`config.mk`:
```
export PLATFORM = sky130hd
export DESIGN_NAME = reg_file_sb
export DESIGN_NICKNAME = d
export VERILOG_FILES = /design/src/rtl/reg_file_sb_pkg.sv /design/src/rtl/reg_file_sb_scoreboard.sv /design/src/rtl/reg_file_sb.sv
export SDC_FILE = /design/constraint.sdc
export NUM_CORES = 2
export LEC_CHECK = 0
export BUFFER_PORTS_ARGS = -buffer_cell sky130_fd_sc_hd__buf_2
export CAP_MARGIN = 10
export CORE_MARGIN = 4
export CORE_UTILIZATION = 42
export DETAILED_ROUTE_END_ITERATION = 8
export PLACE_DENSITY = 0.69
export SETUP_SLACK_MARGIN = 0.2
export SLEW_MARGIN = 5
export SYNTH_ARGS = -nofsm -noshare
export SYNTH_HDL_FRONTEND = slang
export SYNTH_SLANG_ARGS = --single-unit
```
`constraint.sdc`:
```
create_clock -name clock -period 2.9 [get_ports clock]
set_clock_uncertainty 0.1 [all_clocks]
set_input_delay 0.58 -clock clock [delete_from_list [all_inputs] [get_ports clock]]
set_output_delay 0.58 -clock clock [all_outputs]
set_load 0.01 [all_outputs]
```
`src/rtl/reg_file_sb_pkg.sv`:
```
// Shared constants for the scoreboarded register file: default sizes,
// address-width derivation and fixed register indices.
package reg_file_sb_pkg;

    localparam int XLEN_DEF  = 32;
    localparam int NREGS_DEF = 32;
    localparam int NREGS_MIN = 2;
    localparam int NREGS_MAX = 64;
    localparam int REG_ZERO  = 0;

    // Address width for a register count; never narrower than one bit.
    function automatic int addr_width(input int nregs);
        return (nregs <= 1) ? 1 : $clog2(nregs);
    endfunction

endpackage

```
`src/rtl/reg_file_sb_scoreboard.sv`:
```
// Pending-write scoreboard: one busy bit per register plus a registered
// population counter. Flush beats alloc, alloc beats a same-address write.
module reg_scoreboard
    import reg_file_sb_pkg::*;
#(
    parameter int NREGS    = NREGS_DEF,
    parameter int ZERO_REG = 1,
    parameter int AW       = addr_width(NREGS)
) (
    input  logic             clock,
    input  logic             reset,
    input  logic             i_alloc_en,
    input  logic [AW-1:0]    i_alloc_addr,
    input  logic             i_wen,
    input  logic [AW-1:0]    i_wr_addr,
    input  logic             i_flush,
    output logic [NREGS-1:0] o_busy,
    output logic [AW:0]      o_busy_count
);

    localparam logic [NREGS-1:0] ONE   = NREGS'(1);
    // Register 0 can never be allocated when it is hardwired to zero.
    localparam logic [NREGS-1:0] ZMASK = (ZERO_REG != 0) ? ONE : '0;

    logic [NREGS-1:0] r_busy;
    logic [AW:0]      r_count;
    logic [NREGS-1:0] w_set_mask;
    logic [NREGS-1:0] w_clr_mask;
    logic [NREGS-1:0] w_busy_nxt;
    logic [AW:0]      w_count_nxt;
    logic             w_inc;
    logic             w_dec;

    // Next busy vector and counter delta; out-of-range addresses shift off the end.
    always_comb begin
        w_set_mask = i_alloc_en ? ((ONE << i_alloc_addr) & ~ZMASK) : '0;
        w_clr_mask = i_wen ? (ONE << i_wr_addr) : '0;
        w_inc      = |(w_set_mask & ~r_busy);
        w_dec      = |(w_clr_mask & r_busy & ~w_set_mask);
        if (i_flush) begin
            w_busy_nxt  = '0;
            w_count_nxt = '0;
        end else begin
            w_busy_nxt  = (r_busy & ~w_clr_mask) | w_set_mask;
            w_count_nxt = r_count + (AW+1)'(w_inc) - (AW+1)'(w_dec);
        end
    end

    // Busy state and counter registers.
    always_ff @(posedge clock or negedge reset) begin
        if (!reset) begin
            r_busy  <= '0;
            r_count <= '0;
        end else begin
            r_busy  <= w_busy_nxt;
            r_count <= w_count_nxt;
        end
    end

    assign o_busy       = r_busy;
    assign o_busy_count = r_count;

endmodule

```
`src/rtl/reg_file_sb.sv`:
```
// Register file with two combinational read ports, write-first bypass and
// a pending-write scoreboard used for operand readiness.
module reg_file_sb
    import reg_file_sb_pkg::*;
#(
    parameter int XLEN     = XLEN_DEF,
    parameter int NREGS    = NREGS_DEF,
    parameter int ZERO_REG = 1,
    parameter int AW       = addr_width(NREGS)
) (
    input  logic            clock,
    input  logic            reset,
    input  logic [AW-1:0]   io_rs1_addr,
    input  logic [AW-1:0]   io_rs2_addr,
    output logic [XLEN-1:0] io_rs1_data,
    output logic [XLEN-1:0] io_rs2_data,
    output logic            io_rs1_busy,
    output logic            io_rs2_busy,
    input  logic            io_wen,
    input  logic [AW-1:0]   io_wr_addr,
    input  logic [XLEN-1:0] io_wr_data,
    input  logic            io_alloc_en,
    input  logic [AW-1:0]   io_alloc_addr,
    input  logic            io_flush,
    output logic [AW:0]     io_busy_count
);

    localparam logic [AW:0] NREGS_W = (AW+1)'(NREGS);

    logic [XLEN-1:0]  r_regs [NREGS];
    logic [NREGS-1:0] w_busy;
    logic             w_rs1_ok;
    logic             w_rs2_ok;
    logic             w_wr_ok;
    logic             w_rs1_hit;
    logic             w_rs2_hit;

    // An address is live if it is in range and not the hardwired zero register.
    function automatic logic addr_ok(input logic [AW-1:0] a);
        return ({1'b0, a} < NREGS_W) && !((ZERO_REG != 0) && (a == '0));
    endfunction

    assign w_rs1_ok  = addr_ok(io_rs1_addr);
    assign w_rs2_ok  = addr_ok(io_rs2_addr);
    assign w_wr_ok   = addr_ok(io_wr_addr);
    assign w_rs1_hit = io_wen && (io_wr_addr == io_rs1_addr);
    assign w_rs2_hit = io_wen && (io_wr_addr == io_rs2_addr);

    // Storage update; dead addresses are never written.
    always_ff @(posedge clock or negedge reset) begin
        if (!reset) begin
            for (int i = 0; i < NREGS; i++) begin
                r_regs[i] <= '0;
            end
        end else if (io_wen && w_wr_ok) begin
            r_regs[io_wr_addr] <= io_wr_data;
        end
    end

    // Read ports: write-first bypass, and an in-flight writeback counts as ready.
    always_comb begin
        io_rs1_data = '0;
        io_rs2_data = '0;
        io_rs1_busy = 1'b0;
        io_rs2_busy = 1'b0;
        if (w_rs1_ok) begin
            io_rs1_data = w_rs1_hit ? io_wr_data : r_regs[io_rs1_addr];
            io_rs1_busy = w_busy[io_rs1_addr] && !w_rs1_hit;
        end
        if (w_rs2_ok) begin
            io_rs2_data = w_rs2_hit ? io_wr_data : r_regs[io_rs2_addr];
            io_rs2_busy = w_busy[io_rs2_addr] && !w_rs2_hit;
        end
    end

    reg_scoreboard #(
        .NREGS    (NREGS),
        .ZERO_REG (ZERO_REG),
        .AW       (AW)
    ) u_scoreboard (
        .clock        (clock),
        .reset        (reset),
        .i_alloc_en   (io_alloc_en),
        .i_alloc_addr (io_alloc_addr),
        .i_wen        (io_wen),
        .i_wr_addr    (io_wr_addr),
        .i_flush      (io_flush),
        .o_busy       (w_busy),
        .o_busy_count (io_busy_count)
    );

endmodule

```
==> impl_metrics.yaml <==
status:
  violations: "setup timing"
  outcome: "complete, but fails checks"
cts:
  clock-sinks: 1062
  cts_tree: "built"
  clk_pin_slew_ps: 60
  cts.path.max_buffers: 3
  worstSkewPairLatency_ps: 760
  cts_buffers: 112
  h-tree-depth: 3
  clock_tree.root_cell: "clkbuf_16"
timing:
  rsz0062_at_grt: "yes"
  setup_viol: 68
  hold_viol_final: 0
  post-route-min-period_ps: 3350
  fin_crit_sh_pct: 115
  max_freq_ghz: 0.299
  tns_ps: -15270
  setup_ws_ps: -449
  slew_viol_final: 0
  relSlewSlack_pct: 29.5
  worst_slew_pin_slew_ps: 1060
yosys:
  ys_seq_area_share_pct: 45.4
  synthArstFlopShare_pct: 100
  yosys_warnings: 0
  synth_seq_cells: 1062
  syn_inst: 4584
  ys.flop_type: "dfrtp_1"
  synth_cell_types: 74
  synth_area_um2: 58500
  avgSynthCellArea_um2: 12.8
  synth-edff-count: 0
  syn_nets: 4648
die:
  core_um2: 138000
  start_util_pct: 42.4
  die_h_um: 381
  io_pins: 129
  core.rowCount: 136
  die_w_um: 381
  die-area_um2: 145000
final_layout:
  seqCellArea_um2: 26600
  final_cell_mix: "dfrtp_1 (1058), mux2_2 (750), nand2_1 (707)"
  multiInputGateArea_um2: 30800
  area_growth_pct: 24.9
  fillCellCount: 11300
  drive_gt1_share_pct: 49.4
  final_common_cell: "dfrtp_1"
  nets: 5150
  fin_area_um2: 73100
detailed_routing:
  drt.antenna.violating_nets: 0
  wirelength_um: 216000
  via_count: 45500
  drt-initial-drc-count: 5781
  via_per_inst: 6.46
  drcViolationCount: 0
  dr.pass1.iters: 8
  wire_per_inst_um: 30.6
global_routing:
  grt_first_pass_wirelength_um: 313000
  antenna_found_initial: 10
  grt_overflow_total: 0
  grt_usage_pct: 28.9
  grt_max_degree: 101
  grt_pass1_vias: 46300
worst_setup_path:
  worstPathMaxFanout: 3
  arrival_ps: 2670
  cp-start-kind: "flop"
  end_kind: "output port"
  required_ps: 2220
  worst-setup-path-type: "reg2out"
place:
  place_congestion: 0.931
  port_buffers: 128
  place_area_um2: 65100
  dp_slack_ps: -978
  dp_hpwl_um: 134000
power:
  power_leakage_nw: 32.9
  power_density_nw_per_um2: 623
  p_total_mw: 45.5
  vdd_drop_max_v: 0.000556
worst_hold_path:
  holdCritPathClass: "in2reg"
run:
  cap_violations: 0
==> report_power, final <==
part           switching [mW]  internal, mW
Combinational            4.59          6.07
Clock                    6.43          8.78
Sequential               2.11          17.5
Total                    13.1          32.4
==> critical path, cell delays in order, from the launching register on <==
cell and delay [ps]:
dfrtp_1 400, mux4_2 470, nor2b_4 150, a211oi_4 290, a2111oi_2 60, a221o_1 380
buf_2 170
==> layout make-up <==
type,count,share of cell area [%]
Multi-Input combinational cell,3018,42.1
Sequential cell,1062,36.4
Timing Repair Buffer,870,12.9
Clock buffer,156,4.49
Tap cell,1863,3.19
Clock inverter,52,0.822
Inverter,22,0.113
Antenna cell,7,0.0240
==> cell families (layout without fill, tap and decap cells) <==
family | count (synthesis) | after routing | share of synthesized area (%)
muxes | 1457 | 1457 | 36.1
DFF | 1062 | 1062 | 45.4
xor gates and xnor gates | 14 | 14 | 0.209
other | 0 | 7 | 0
AOI/OAI and AO/OA | 484 | 484 | 5.78
adders and majority gates | 7 | 7 | 0.162
buffers and inverters | 504 | 1100 | 4.73
and+or+nand+nor | 1056 | 1056 | 7.60
==> sequential cells by signal, indices dropped and copies added (netlist names) <==
register and flops:
r_regs 1024, u_scoreboard.o_busy 32, u_scoreboard.o_busy_count 6
==> metal layers <==
metal / part of all wire [%] / wire (µm) / global-route usage [%]
met1: 37 / 79000 / 37.2
met2: 45 / 96900 / 44.3
met3: 12 / 25100 / 8.14
met5: 0.018 / 38 / 0
met4: 6.9 / 14800 / 16.4
==> final timing paths <==
path,cells past startpoint,slack [ps],end,start
worst max-delay path,6,-450,io_rs1_data[29],r_regs[893]
min in group asynchronous,2,310,u_scoreboard.o_busy[8],reset
worst max register to register,14,-140,u_scoreboard.o_busy_count[5],u_scoreboard.o_busy[27]
worst min-delay path,3,80,r_regs[395],io_wr_data[11]
worst min register to register,0,290,r_regs[1002],r_regs[1002]
max in group asynchronous,3,1350,r_regs[556],reset
==> stage by stage <==
step	utilization (%)	std cells	hold slack (ps)
finish	53.0	7050	83.6
global route	53.0	7045	67.3
CTS	52.2	7000	31.3
detailed placement	47.2	6654	282
global placement	47.2	6654	276
floorplan	-	4584	184
==> synthesized netlist by cell type (17+ instances only) <==
library cell  count  area share (%)
buf_2           137             1.2
a22oi_1          32            0.41
a22o_1           31            0.46
o21ai_1          18            0.15
nand3_1          35            0.30
nor3_1           41            0.35
mux4_2          441              17
a221oi_1         54            0.81
dfrtp_1        1062              45
o22ai_1          89            0.95
nor2b_1          20            0.21
clkbuf_1        223             1.4
nor2_1          141            0.90
mux2_2          751              14
a21oi_1          58            0.50
o2111ai_1        21            0.31
mux2i_1         241             4.1
inv_1            17            0.11
o211ai_1         26            0.33
nand2_1         727             4.7
mux2_1           19            0.37
buf_4            54            0.69
o21ai_0          69            0.59
buf_6            35            0.67
a211oi_1         36            0.46
==> timing repair <==
item	in CTS	in global routing
hold buffers	1	0
resized for setup	358	121
pin swaps	123	80
setup endpoints to repair	71	71
setup buffers	115	39
hold endpoints to repair	31	0
gates cloned	22	4
Note: power is estimated with default switching activity, not from simulation.
